### src/rtl/pic_pkg.sv
// pic_pkg: shared phase encoding, opcode classes and skip/branch match patterns for the PIC-style core
package pic_pkg;

    typedef enum logic [1:0] {
        FETCH  = 2'd0,
        DECODE = 2'd1,
        EXEC   = 2'd2,
        WB     = 2'd3
    } phase_e;

    localparam logic [1:0] CLS_BYTE   = 2'b00;
    localparam logic [1:0] CLS_BIT    = 2'b01;
    localparam logic [1:0] CLS_BRANCH = 2'b10;
    localparam logic [1:0] CLS_LIT    = 2'b11;

    localparam logic [5:0] PAT_DECFSZ = 6'b001011;
    localparam logic [5:0] PAT_INCFSZ = 6'b001111;
    localparam logic [3:0] PAT_BTFSC  = 4'b0110;
    localparam logic [3:0] PAT_BTFSS  = 4'b0111;
    localparam logic [2:0] PAT_GOTO   = 3'b100;
    localparam logic [3:0] PAT_CALL   = 4'b1010;
    localparam logic [7:0] PAT_RETURN = 8'hB0;

    // Skip-next decision for the test-and-skip instructions given the ALU zero flag
    function automatic logic skip_hit(input logic [7:0] op, input logic zero);
        return ((op[7:2] == PAT_DECFSZ || op[7:2] == PAT_INCFSZ || op[7:4] == PAT_BTFSC) && zero) ||
               (op[7:4] == PAT_BTFSS && !zero);
    endfunction

endpackage

### src/rtl/pic_call_stack.sv
// pic_call_stack: circular LIFO of return addresses; overflow overwrites the oldest entry
module pic_call_stack
    import pic_pkg::*;
#(
    parameter int PC_W        = 8,
    parameter int STACK_DEPTH = 4
) (
    input  logic            clk,
    input  logic            rst_n,
    input  logic            push,
    input  logic            pop,
    input  logic [PC_W-1:0] push_data,
    output logic [PC_W-1:0] top
);

    localparam int PTR_W = (STACK_DEPTH > 1) ? $clog2(STACK_DEPTH) : 1;

    logic [PC_W-1:0]  mem_q [STACK_DEPTH];
    logic [PTR_W-1:0] ptr_q, ptr_d, ptr_inc, ptr_dec;

    // Pointer arithmetic wraps modulo the depth so pops from empty read the last wrapped slot
    always_comb begin
        ptr_inc = (ptr_q == PTR_W'(STACK_DEPTH - 1)) ? '0 : ptr_q + PTR_W'(1);
        ptr_dec = (ptr_q == '0) ? PTR_W'(STACK_DEPTH - 1) : ptr_q - PTR_W'(1);
        ptr_d   = push ? ptr_inc : pop ? ptr_dec : ptr_q;
        top     = mem_q[ptr_dec];
    end

    // Store pushed address at the pointer and advance or retreat the pointer
    always_ff @(posedge clk or negedge rst_n) begin
        if (!rst_n) begin
            ptr_q <= '0;
            for (int i = 0; i < STACK_DEPTH; i++) mem_q[i] <= '0;
        end else begin
            ptr_q <= ptr_d;
            if (push) mem_q[ptr_q] <= push_data;
        end
    end

endmodule

### src/rtl/pic_cycle_sequencer.sv
// pic_cycle_sequencer: FETCH/DECODE/EXEC/WB controller with skip and branch resolution (optional return stack via PIC_CALL_STACK_EN)
module pic_cycle_sequencer
    import pic_pkg::*;
#(
    parameter int PC_W        = 8,
    parameter int STACK_DEPTH = 4
) (
    input  logic            clk,
    input  logic            rst_n,
    input  logic            halt_i,
    output logic            imem_req,
    output logic [PC_W-1:0] imem_addr,
    input  logic            imem_ack,
    input  logic [7:0]      imem_data,
    output logic [7:0]      ir,
    input  logic            d_i,
    input  logic            alu_zero,
    output logic            alu_en,
    output logic            w_we,
    output logic            f_we,
    output logic [PC_W-1:0] pc,
    output logic [1:0]      phase
);

    phase_e          state_q, state_d;
    logic [PC_W-1:0] pc_q, pc_d, pc_inc, ret_pc;
    logic [7:0]      ir_q, ir_d;
    logic            skip_q, skip_d, zero_q, zero_d;
    logic            alu_en_q, alu_en_d, w_we_q, w_we_d, f_we_q, f_we_d;
    logic            wr_w, wr_f, has_dst;

`ifdef PIC_CALL_STACK_EN
    logic            push, pop;
    logic [PC_W-1:0] top;

    assign push   = state_q == WB && !skip_q && ir_q[7:4] == PAT_CALL;
    assign pop    = state_q == WB && !skip_q && ir_q == PAT_RETURN;
    assign ret_pc = top;

    pic_call_stack #(.PC_W(PC_W), .STACK_DEPTH(STACK_DEPTH)) u_stack (
        .clk       (clk),
        .rst_n     (rst_n),
        .push      (push),
        .pop       (pop),
        .push_data (pc_inc),
        .top       (top)
    );
`else
    logic unused_depth;

    assign unused_depth = ^STACK_DEPTH;
    assign ret_pc       = pc_inc;
`endif

    assign imem_req  = rst_n && state_q == FETCH && !halt_i;
    assign imem_addr = pc_q;
    assign ir        = ir_q;
    assign pc        = pc_q;
    assign phase     = state_q;
    assign alu_en    = alu_en_q;
    assign w_we      = w_we_q;
    assign f_we      = f_we_q;

    // Next-state, next-PC and next-strobe logic; strobes are staged one phase ahead so they register into place
    always_comb begin
        pc_inc   = pc_q + PC_W'(1);
        has_dst  = ir_q[7:6] == CLS_BYTE && ir_q[5:1] != 5'd0;
        wr_w     = ir_q[7:6] == CLS_LIT || (has_dst && !d_i);
        wr_f     = (has_dst && d_i) || (ir_q[7:6] == CLS_BIT && !ir_q[5]);
        state_d  = state_q;
        pc_d     = pc_q;
        ir_d     = ir_q;
        skip_d   = skip_q;
        zero_d   = zero_q;
        alu_en_d = 1'b0;
        w_we_d   = 1'b0;
        f_we_d   = 1'b0;
        case (state_q)
            FETCH: begin
                if (!halt_i && imem_ack) begin
                    ir_d    = imem_data;
                    state_d = DECODE;
                end
            end
            DECODE: begin
                alu_en_d = !skip_q;
                state_d  = EXEC;
            end
            EXEC: begin
                zero_d  = alu_zero;
                w_we_d  = !skip_q && wr_w;
                f_we_d  = !skip_q && wr_f;
                state_d = WB;
            end
            WB: begin
                pc_d    = skip_q                    ? pc_inc :
                          ir_q[7:5] == PAT_GOTO     ? PC_W'(ir_q[4:0]) :
                          ir_q[7:4] == PAT_CALL     ? PC_W'(ir_q[3:0]) :
                          ir_q == PAT_RETURN        ? ret_pc : pc_inc;
                skip_d  = !skip_q && skip_hit(ir_q, zero_q);
                state_d = FETCH;
            end
        endcase
    end

    // Sequencer state and registered strobes
    always_ff @(posedge clk or negedge rst_n) begin
        if (!rst_n) begin
            state_q  <= FETCH;
            pc_q     <= '0;
            ir_q     <= 8'h00;
            skip_q   <= 1'b0;
            zero_q   <= 1'b0;
            alu_en_q <= 1'b0;
            w_we_q   <= 1'b0;
            f_we_q   <= 1'b0;
        end else begin
            state_q  <= state_d;
            pc_q     <= pc_d;
            ir_q     <= ir_d;
            skip_q   <= skip_d;
            zero_q   <= zero_d;
            alu_en_q <= alu_en_d;
            w_we_q   <= w_we_d;
            f_we_q   <= f_we_d;
        end
    end

endmodule

### config.mk
export PLATFORM = sky130hd
export DESIGN_NAME = pic_cycle_sequencer
export DESIGN_NICKNAME = d
export VERILOG_FILES = /design/src/rtl/pic_pkg.sv /design/src/rtl/pic_call_stack.sv /design/src/rtl/pic_cycle_sequencer.sv
export SDC_FILE = /design/constraint.sdc
export NUM_CORES = 1
export LEC_CHECK = 0
export ABC_AREA = 0
export CAP_MARGIN = 25
export CORE_ASPECT_RATIO = 0.5
export CORE_MARGIN = 5
export CORE_UTILIZATION = 44
export DETAILED_ROUTE_END_ITERATION = 16
export PLACE_DENSITY = 0.83
export SLEW_MARGIN = 5
export SYNTH_ARGS = -nofsm -noshare
export SYNTH_HDL_FRONTEND = slang
export SYNTH_SLANG_ARGS = --single-unit
export TNS_END_PERCENT = 1
### constraint.sdc
create_clock -name clk -period 1.7 [get_ports clk]
set_input_delay 0.17 -clock clk [delete_from_list [all_inputs] [get_ports clk]]
set_output_delay 0.17 -clock clk [all_outputs]
set_load 0.02 [all_outputs]
==> impl_results.md <==
- Status: finished, final reports clean
- Area after DPL: ~1700 sq um
- Worst hold path type: input port to asynchronous set/reset pin
- Clock Latency Late Sink: 0.27 ns
- Mapped Nets: approximately 140
- CP arrival: 1.43 ns
- Inserted Diodes: 0
- Vias in the first global route: between 1k and 1.5k
- Worst-path clk slew: 0.08 ns
- Sink Count: 23
- Total Wirelength: about 3.1 mm
- First-pass GRT wire length: 5.02 mm
- CP max stage cell: clkdlybuf4s50_1
- Final setup viols: 0
- VDD IR max: 0.911 mV
- FMAX: 624 MHz
- CP peak stage delay: 0.66 ns
- GRT Total Usage: 16.0%
- Clk network pwr share: 10.1%
- Grt ovf: 0
- DP Worst Slack: 0.0329 ns
- Crit start category: flip-flop
- Synthesis-to-layout area growth: 38.9%
- Nature of the critical path endpoint: output port
- Synth top area cells: dfrtp_1 (45%), mux2_2 (9.8%), ha_1 (4.9%)
- Gate Count Post-Synth: 120
- Syn avg cell area: roughly 11 sq um
- WP data required: ~1.5 ns
- Final Wtd Congestion: roughly 0.78
- Yosys warns: 0
- H-tree levels: 1
- Buf/Inv on CP: 1
- Cells after DPL: 196
- Crit-path leading delay family: buffers and inverters
- Max Slew Vio Count: 0
- Sequential element share of the synthesized area: 45.4%
- HPWL after detailed placement: around 2.4 mm
- # IOs: 44
- Fin crit share: 94.2%
- Internal power: 1.92 mW
- DRT Pass-1 Iters: 4
- Clock buffer count from CTS: 3
- Clock Root Buffer: clkbuf_8
- Crit path max fanout: 8
- Initial antenna violation count: 0
- Setup Crit Path Kind: flip-flop to output port
- Reg power frac: 31.5%
- Routed Antenna Nets: 0
- Max Buffers Root-to-Sink: 2
- DIE HEIGHT: 48.0 um
- FF+latch count, synth: 23
- Setup bufs post-CTS: 0
- Top post-synthesis cells by count: dfrtp_1 (23), mux2_2 (11), buf_4 (8)
- Largest net degree at the start of global routing: 24
- Clk_skew: 0.00466 ns
- Drt via density: 5.51
- P per Cell Area: 1910 nW/um^2
- Cell Area, Synth: 1270 sq um
- Total power draw: between 3 and 4 mW
- Sw Ratio: 42.9%
- Iteration-0 DRC Markers: 57
- Die ar.: slightly above 4000 sq um
- Lkg Pwr: 0.734 nW
- Routed WL per cell: 15.7 um
- Combinational Power Share: 58.4%
- Crit-path cells: clkdlybuf4s50_1
- Final instance area: 1760 sq um
- Synth area leader: dfrtp_1
- Endpoints failing hold: 0
- Max-slew headroom: 71.6%
- Final layout net count: 183
- Vias: ~1.1k
- Final min period: between 1.5 and 2 ns
- Setup TNS: 0 ns
- Post-synth cell types: 38
- Ys flop type: dfrtp_1
- Most frequent cell after synthesis: dfrtp_1
- Top-area cell type share of the netlist area: 45.4%
- Slew @ Worst Pin: around 0.42 ns
- Post-synth EDFFs: 0
- Fraction of registers with async set/reset: between 90% and 100%
- Layout Cells excl Fill: 200
- Switch Pwr: 1.45 mW
- Setup ws final: 0.0984 ns
- Die W: 85.9 um
- Layout fillers: 223
- Fraction of layout cells with a size suffix above 1: between 10% and 20%
- Row count: 13
- Initial core utilization: between 40 and 50%
- Core Box Area: 2670 sq um
- Max Cap Viol: 0
- CTS tree: yes
- DRC Markers: 0
- RSZ-0062 raised after global routing: false
- Port bufs: 43
## final timing paths
check                      slack (ns)  cells after the start          from      endpoint
max                               0.1                      1         ir[4]         ir[4]
min                              0.30                      2         rst_n        alu_en
max reg2reg                      0.12                      4      phase[1]         ir[7]
min reg2reg                      0.57                      1        zero_q        zero_q
max in group asynchronous        1.17                      2         rst_n  imem_addr[4]
min in group clk                 0.51                      2  imem_data[3]         ir[3]
## area by class of cell
class	count	area (sq um)	area share (%)
Clock buffer	3	41.3	2.34
Clock inverter	1	5.00	0.284
Inverter	4	15.0	0.852
Multi-Input combinational cell	81	593	33.7
Sequential cell	23	576	32.7
Tap cell	37	46.3	2.63
Timing Repair Buffer	51	485	27.6
## logic make-up after synthesis
group | after synthesis | share of synthesized area, %
compound gates | 23 | 12.3
buf+inv | 16 | 7.89
simple gates | 39 | 17.5
xor+xnor | 1 | 0.690
mux | 13 | 11.3
flops | 23 | 45.4
fa+ha+maj | 5 | 4.93
## layout by cell type, fill, tap and decap left out, drive strengths merged, types with 3 or more instances in the layout
cell type,netlist,final
clkdlybuf4s50,0,42
dfrtp,23,23
mux2,11,11
buf,12,8
nand2,7,7
o21ai,5,5
a21oi,5,5
ha,5,5
nand2b,4,4
nor3,4,4
nand3,4,4
nor2,4,4
inv,3,4
clkbuf,0,4
a31oi,3,3
or3,3,3
## metrics by stage
stage / hold WS [ns] / utilization, %
final: 0.302 / 66.0
after detailed placement: 0.553 / 64.5
after global routing: 0.310 / 66.0
after CTS: 0.301 / 66.2
after global placement: 0.537 / 64.5
after floorplan: -0.126 / -
## state kept, by name (all words and copies together) (netlist names)
register	flops
imem_addr	8
ir	8
phase	2
alu_en	1
f_we	1
skip_q	1
w_we	1
zero_q	1
## per-layer routing
metal	GRT usage (%)	share of wire, %	wire (um)
met5	0	0	0
met4	5.99	0.67	21
met3	4.12	5.2	164
met2	29.9	51	1600
met1	18.6	43	1360
## power by group through the flow
stage,sequential [mW],combinational (mW),clock [mW]
floorplan,1.27,0.944,0
global placement,1.05,1.91,0
detailed placement,1.06,1.97,0
CTS,1.05,1.98,0.347
global route,1.10,2.13,0.367
finish,1.06,1.97,0.341
## timing repair
action / CTS / global route
setup endpoints to repair: 1 / 3
hold buffers: 0 / 0
gates resized for setup: 1 / 3
No activity file was read; power rests on OpenSTA's default activity.
